`config.mk`:
```
export PLATFORM = sky130hd
export DESIGN_NAME = pipe_hazard_ctrl
export DESIGN_NICKNAME = d
export VERILOG_FILES = /design/src/rtl/pipe_hazard_ctrl.sv
export SDC_FILE = /design/constraint.sdc
export NUM_CORES = 1
export LEC_CHECK = 0
export ABC_CLOCK_PERIOD_IN_PS = 2500
export BUFFER_PORTS_ARGS = -buffer_cell sky130_fd_sc_hd__buf_4
export CORE_ASPECT_RATIO = 1.75
export CORE_UTILIZATION = 50
export CTS_BUF_LIST = sky130_fd_sc_hd__clkbuf_4 sky130_fd_sc_hd__clkbuf_8
export DETAILED_ROUTE_END_ITERATION = 8
export PLACE_DENSITY = 0.86
export SYNTH_ARGS = -nofsm -noshare
export SYNTH_HDL_FRONTEND = slang
export SYNTH_SLANG_ARGS = --single-unit
```
`constraint.sdc`:
```
create_clock -name clk -period 2.5 [get_ports clk]
set_input_delay 0.5 -clock clk [delete_from_list [all_inputs] [get_ports clk]]
set_output_delay 0.5 -clock clk [all_outputs]
set_load 0.05 [all_outputs]
```
`src/rtl/pipe_hazard_ctrl.sv`:
```
// Pipeline hazard controller for the 5-stage RV32I core: stage enables,
// flushes, operand forwarding and a saturating stall counter.
module pipe_hazard_ctrl #(
  parameter int FLUSH_CYCLES = 2,
  parameter int CNT_W        = 16
) (
  input  logic             clk,
  input  logic             reset,
  input  logic [4:0]       id_rs1,
  input  logic [4:0]       id_rs2,
  input  logic             id_uses_rs1,
  input  logic             id_uses_rs2,
  input  logic [4:0]       ex_rd,
  input  logic             ex_rwe,
  input  logic             ex_is_load,
  input  logic [4:0]       mem_rd,
  input  logic             mem_rwe,
  input  logic             ex_redirect,
  input  logic             mem_access,
  input  logic             dmem_ack,
  output logic             pc_we,
  output logic             if_id_we,
  output logic             id_ex_we,
  output logic             ex_mem_we,
  output logic             if_id_flush,
  output logic             id_ex_flush,
  output logic [1:0]       fwd_a,
  output logic [1:0]       fwd_b,
  output logic [1:0]       busy_state,
  output logic [CNT_W-1:0] stall_cnt
);

  typedef enum logic [1:0] {
    RUN      = 2'b00,
    MEM_WAIT = 2'b01,
    FLUSH    = 2'b10
  } state_t;

  localparam logic [2:0] FLUSH_LD = 3'(FLUSH_CYCLES - 1);

  state_t           r_state;
  state_t           w_nxt;
  logic [2:0]       r_fcnt;
  logic [2:0]       w_fcnt_nxt;
  logic [CNT_W-1:0] r_cnt;
  logic             w_wait;
  logic             w_lu;
  logic             w_ex_a;
  logic             w_ex_b;
  logic             w_mem_a;
  logic             w_mem_b;

  assign w_ex_a  = id_uses_rs1 && ex_rwe && !ex_is_load
                   && ex_rd != 5'd0 && ex_rd == id_rs1;
  assign w_ex_b  = id_uses_rs2 && ex_rwe && !ex_is_load
                   && ex_rd != 5'd0 && ex_rd == id_rs2;
  assign w_mem_a = id_uses_rs1 && mem_rwe
                   && mem_rd != 5'd0 && mem_rd == id_rs1;
  assign w_mem_b = id_uses_rs2 && mem_rwe
                   && mem_rd != 5'd0 && mem_rd == id_rs2;

  assign w_lu = ex_is_load && ex_rd != 5'd0
                && ((id_uses_rs1 && ex_rd == id_rs1)
                 || (id_uses_rs2 && ex_rd == id_rs2));

  assign w_wait = mem_access && !dmem_ack;

  always_comb begin
    fwd_a = 2'b00;
    fwd_b = 2'b00;
    if (!reset) begin
      if (w_ex_a)       fwd_a = 2'b01;
      else if (w_mem_a) fwd_a = 2'b10;
      if (w_ex_b)       fwd_b = 2'b01;
      else if (w_mem_b) fwd_b = 2'b10;
    end
  end

  always_comb begin
    pc_we       = 1'b0;
    if_id_we    = 1'b0;
    id_ex_we    = 1'b0;
    ex_mem_we   = 1'b0;
    if_id_flush = 1'b0;
    id_ex_flush = 1'b0;
    w_nxt       = r_state;
    w_fcnt_nxt  = r_fcnt;
    if (reset) begin
      if_id_flush = 1'b1;
      id_ex_flush = 1'b1;
    end else begin
      unique case (r_state)
        RUN, MEM_WAIT: begin
          // MEM_WAIT only leaves on ack; the frozen pipeline is re-evaluated then
          if ((r_state == RUN && w_wait)
              || (r_state == MEM_WAIT && !dmem_ack)) begin
            w_nxt = MEM_WAIT;
          end else if (ex_redirect) begin
            pc_we       = 1'b1;
            if_id_we    = 1'b1;
            id_ex_we    = 1'b1;
            ex_mem_we   = 1'b1;
            if_id_flush = 1'b1;
            id_ex_flush = 1'b1;
            w_fcnt_nxt  = FLUSH_LD;
            w_nxt       = (FLUSH_CYCLES > 1) ? FLUSH : RUN;
          end else if (w_lu) begin
            id_ex_we    = 1'b1;
            id_ex_flush = 1'b1;
            ex_mem_we   = 1'b1;
            w_nxt       = RUN;
          end else begin
            pc_we     = 1'b1;
            if_id_we  = 1'b1;
            id_ex_we  = 1'b1;
            ex_mem_we = 1'b1;
            w_nxt     = RUN;
          end
        end
        FLUSH: begin
          if (!w_wait) begin
            pc_we       = 1'b1;
            if_id_we    = 1'b1;
            id_ex_we    = 1'b1;
            ex_mem_we   = 1'b1;
            if_id_flush = 1'b1;
            id_ex_flush = 1'b1;
            w_fcnt_nxt  = r_fcnt - 3'd1;
            if (r_fcnt <= 3'd1) w_nxt = RUN;
          end
        end
        default: w_nxt = RUN;
      endcase
    end
  end

  always_ff @(posedge clk) begin
    if (reset) begin
      r_state <= RUN;
      r_fcnt  <= 3'd0;
    end else begin
      r_state <= w_nxt;
      r_fcnt  <= w_fcnt_nxt;
    end
  end

  always_ff @(posedge clk) begin
    if (reset) begin
      r_cnt <= '0;
    end else if ((!pc_we || if_id_flush) && r_cnt != '1) begin
      r_cnt <= r_cnt + 1'b1;
    end
  end

  assign busy_state = r_state;
  assign stall_cnt  = r_cnt;

endmodule

```
* Word level (Yosys, flattened, before mapping)
Cells that the tools add are included.
** Word-level totals
- Flip-flop bits (word level) :: 21
- Latch bits :: 0
- Memory bits (writable) :: 0
- ROM bits :: 0
- Logic and storage cells :: 85
- Memories :: 0
** Operators by class
- Add/subtract/negate cells :: 2
- $mul :: 0
- Div/mod/pow operators :: 0
- Order comparisons :: 1
- Equal/unequal tests :: 11
- Shifts and indexed selects :: 0
- Multiplexer cells :: 33
- Bitwise gates (word level) :: 0
- Reductions and logical operators :: 35
** Operators by type and width (number)
- 1-bit logical AND :: 22
- 5-bit equality test :: 4
- 2-bit 2-to-1 mux :: 10
- 16-bit by 1-bit adder with 16-bit output, second input constant :: 1
- 16-bit inequality test, second input constant :: 1
- 1-bit 2-to-1 mux :: 14
- 5-bit nonzero test :: 2
- 3-bit 2-to-1 mux :: 3
- 2-bit inequality test, second input constant :: 4
- 1-bit one-hot mux with 2 select lines :: 4
- 3-bit one-hot mux with 2 select lines :: 1
- 2-bit one-hot mux with 2 select lines :: 1
- 4-bit AND reduction :: 1
- 3-bit by 1-bit less-or-equal comparator with 1-bit output, second input constant :: 1
- 1-bit zero test :: 3
- 1-bit logical OR :: 3
- 3-bit by 1-bit subtractor with 3-bit output, second input constant :: 1
- 2-bit by 1-bit equality test with 1-bit output, second input constant :: 1
- 2-bit equality test, second input constant :: 1
- 2-bit zero test :: 1
- 2-bit AND reduction :: 1
- 2-bit nonzero test :: 1
- 2-bit OR reduction :: 1

* Logic depth before layout (Yosys ltp)
- Depth in word-level cells :: 12
- Depth in mapped cells :: 8
- Gate-level depth less buffers :: 8

* Least setup slack after synthesis
Ideal clock, no wire load.
- Path type :: input port to output port
- Start :: input port id_rs2[0]
- End :: output port pc_we
- Arrival time :: 2425 ps
- Required time :: 2000 ps
- Slack :: -425 ps
- Stages on the path :: 8
- Path buffers :: 2
- Cell sequence :: xor2_1 > nor4_1 > and3_2 > o211ai_4 > buf_6 > a31oi_1 > nor2_1 > buf_4
** On the way
- Cells in the longest elaborated chain, start to end :: 9
** RTL lines
- from (decl) :: RTL line 10 : input logic [4:0] id_rs2,
- 5-bit equality test :: RTL line 64 : || (id_uses_rs2 && ex_rd == id_rs2));
- 1-bit logical AND :: RTL line 64
- 1-bit logical OR :: RTL line 64
- 1-bit logical AND :: RTL line 63 : && ((id_uses_rs1 && ex_rd == id_rs1)
- 1-bit 2-to-1 mux (3 in series)
- 1-bit one-hot mux with 2 select lines
- 1-bit 2-to-1 mux
- to (decl) :: RTL line 21 : output logic pc_we,
Every way passes these cells.

* Worst setup path after layout
- Start :: input port ex_rd[1]
- End :: output port pc_we
** On the way
- Cells in the longest elaborated chain, start to end :: 9
** RTL lines
- from (decl) :: RTL line 13 : input logic [4:0] ex_rd,
- 5-bit equality test, on equally long branches :: RTL line 63, 64
- 1-bit logical AND, on equally long branches :: RTL line 63, 64
- 1-bit logical OR :: RTL line 64
- 1-bit logical AND (*) :: RTL line 63
- 1-bit 2-to-1 mux (*) :: RTL line 107 : end else if (w_lu) begin
- 1-bit 2-to-1 mux (*) :: RTL line 98 : end else if (ex_redirect) begin
- 1-bit 2-to-1 mux (*) :: RTL line 95 : if ((r_state == RUN && w_wait)
- 1-bit one-hot mux with 2 select lines (*) :: RTL line 92 : unique case (r_state)
- 1-bit 2-to-1 mux (*) :: RTL line 88 : if (reset) begin
Every way passes the cells marked *; elsewhere a longest branch is shown, timed or not.

==> impl_metrics.tcl <==
set metrics [dict create \
    ys_top_cells_by_count "nor2_1, dfxtp_1, xor2_1" \
    drt-initial-drc-count 34 \
    cp_slowest_cell "o211ai_4" \
    place_congestion 0.817 \
    tightest_slew_ps 424 \
    grt_max_degree 30 \
    antenna_found_initial 0 \
    coreArea_um2 2900 \
    area_growth_syn_to_layout_pct 38.3 \
    wl_per_cell_um 14.7 \
    maxCapViolations 0 \
    n_antenna_cell 0 \
    finalNonFillerCells 266 \
    via_count 1548 \
    via_per_inst 5.82 \
    period_minus_slack_ps 2430 \
    post-place-ws_ps 60.2 \
    rsz0062_at_grt "no" \
    synth_edf_count 0 \
    hold_depth 2 \
    cts_tree "built" \
    placed_cells 259 \
    cts.clk_slew.worst_paths_ps 70 \
    rows 26 \
    relSlewSlack_pct 71.6 \
    ys_seq_area_share_pct 28.0 \
    multi_input_area_um2 1070 \
    hp-class "reg2reg" \
    dp_hpwl_mm 3.00 \
    die_w_um 43.5 \
    synthFlopType "dfxtp_1" \
    hold_start "r_fcnt[1]" \
    die-area_um2 3240 \
    maxClockFrequency_mhz 412 \
    crit_arrival_ps 1930 \
    synth_area_leaders "dfxtp_1, xor2_1, xnor2_1" \
    yosys.area_share.simple_pct 28.2 \
    grt_pass1_wl_mm 5.92 \
    finalWorstSetupSlack_ps 74.7 \
    synthesis.area_um2 1500 \
    final_antenna_net_count 0 \
    overflow 0 \
    critical_path_class "in2out" \
    powerDensity_nw_per_um2 425 \
    crit_fanout 7 \
    die_h_um 74.6 \
    synth.most_common_cell "nor2_1" \
    root_buffer "clkbuf_8" \
    io_buffers 57 \
    worst_setup_path_end_kind "output port" \
    syn_inst 175 \
    crit_family "simple AND/OR/NAND/NOR gates" \
    min_to "r_fcnt[1]" \
    hold_viol_final 0 \
    avgSynthCellArea_um2 8.59 \
    regArea_um2 420 \
    synth_compound_area_share_pct 17.0 \
    synthArstFlopShare_pct 0 \
    path_buf_inv 2 \
    drc 2 \
    yosysTopAreaCellShare_pct 28.0 \
    crit_path_start_kind "primary input" \
    period_share_pct 97.0 \
    final_max_slew_viol_count 0 \
    synth_top_family_by_area "simple AND/OR/NAND/NOR gates" \
    grt_pass1_vias 1439 \
    clkSinkCount 21 \
    reg2reg_depth 7 \
    synth-xor-area-share_pct 17.5 \
    clock_path_buffers 2 \
    ir_drop_uv 200 \
    drive_gt1_share_pct 39.1 \
    synthAdderAreaFrac_pct 2.50 \
    grt_usage_pct 24.0 \
    dr.pass1.iters 6 \
    synth_seq_cells 21 \
    violations "DRC" \
    cts_made_buffers 3 \
    nets 272 \
    ios 58 \
    fin_skew_ps 7.57 \
    path_cells "buf_4, xor2_2, nor4_1, and3_2, o211ai_4, a31oi_2, nor2_2, buf_6" \
    r2r-start "busy_state[1]" \
    htreeDepth 1 \
    status "finished, violations left" \
    totalWireLength_mm 3.90 \
    leakage_nw 0.863 \
    syn_nets 208 \
    worst_hold_slack_ps 479 \
    fill_cells 220 \
    synthMuxAreaShare_pct 2.91 \
    clk_latency_ps 260 \
    ys_types 44 \
    critPathMaxStageDelay_ps 320 \
    start_util_pct 51.9 \
    cp.required_ps 2000 \
    r2r_end "stall_cnt[11]" \
    yosysTopAreaCell "dfxtp_1" \
    setup_viol 0 \
    r2r_setup_slack_ps 410 \
    yosysWarnings 0 \
]
[state kept, by name, indices dropped and copies added (netlist names)]
signal	count
r_fcnt	3
busy_state	2
stall_cnt	16
[through the flow]
step	TNS (ps)	total power [mW]	util [%]	area, um2
2_1_floorplan	-302	0.554	-	1520
3_3_place_gp	0	0.647	68.2	1980
3_5_place_dp	0	0.654	68.2	1980
4_1_cts	0	0.874	69.8	2020
5_1_grt	0	0.920	71.8	2080
6_report	0	0.885	71.8	2080
[tightest hold or removal path, cell delays in order (launching register included)]
cell      delay (ps)
dfxtp_1          320
nand2b_1          60
a21oi_1           50
[worst max-delay path by stage]
stage	depth (start not counted)	endpoint	slack (ps)	start
floorplan	8	pc_we	-170	id_rs2[0]
global placement	8	if_id_we	110	ex_rd[1]
detailed placement	8	pc_we	60	ex_rd[1]
CTS	8	pc_we	60	ex_rd[0]
global route	8	pc_we	6	ex_rd[1]
finish	8	pc_we	70	ex_rd[1]
[cell usage in the layout (no fill, tap or decap), types with 2 or more instances in the layout]
| cell | netlist | routed |
|---|---|---|
| buf_4 | 2 | 63 |
| nor2_1 | 22 | 21 |
| dfxtp_1 | 21 | 21 |
| xor2_1 | 16 | 14 |
| xnor2_1 | 14 | 14 |
| a21oi_1 | 11 | 10 |
| nand2_1 | 9 | 9 |
| nand4_1 | 7 | 7 |
| a211oi_1 | 6 | 6 |
| nand3_1 | 5 | 5 |
| inv_1 | 4 | 4 |
| nor3_1 | 4 | 4 |
| and3_2 | 4 | 4 |
| nor4_1 | 4 | 3 |
| o21ai_0 | 3 | 3 |
| mux2_1 | 3 | 3 |
| ha_1 | 3 | 3 |
| clkbuf_8 | 0 | 3 |
| nand3b_1 | 2 | 2 |
| xor2_2 | 0 | 2 |
| nor3b_2 | 0 | 2 |
| o21bai_1 | 2 | 2 |
| nor2b_1 | 2 | 2 |
| nor2_2 | 1 | 2 |
| or4_1 | 2 | 2 |
| nand2b_1 | 2 | 2 |
| buf_6 | 2 | 2 |
[area by class of cell]
class                           instances  area share [%]
Timing Repair Buffer                   65            23.8
Tap cell                               28            1.68
Multi-Input combinational cell        144            51.3
Clock buffer                            3            1.99
Clock inverter                          1           0.241
Sequential cell                        21            20.2
Inverter                                4           0.722
[what timing repair did]
| action | CTS | global route |
|---|---|---|
| hold buffers | 0 | 0 |
| setup endpoints to repair | 0 | 3 |
| gates resized for setup | 0 | 6 |
| buffers inserted | 0 | 3 |
[layer usage]
layer	part of all wire (%)	wire length (um)	global-route usage, %	vias to the layer above
li1	-	-	-	744
met1	35	1360	22.2	720
met2	55	2160	48.8	67
met3	5.1	200	3.88	17
met4	4.5	176	10.8	0
met5	0	0	0	-
[report_power, final]
group | internal, mW | switching [mW]
clock network | 0.111 | 0.117
registers | 0.348 | 0.0160
logic | 0.119 | 0.174
total | 0.578 | 0.307
[kinds of logic after synthesis]
family | Yosys count
and+or+nand+nor | 76
muxes | 4
xor gates and xnor gates | 30
AOI/OAI and AO/OA | 31
buffers and inverters | 10
adders and majority gates | 3
DFF | 21
Note: power is estimated with default switching activity, not from simulation.
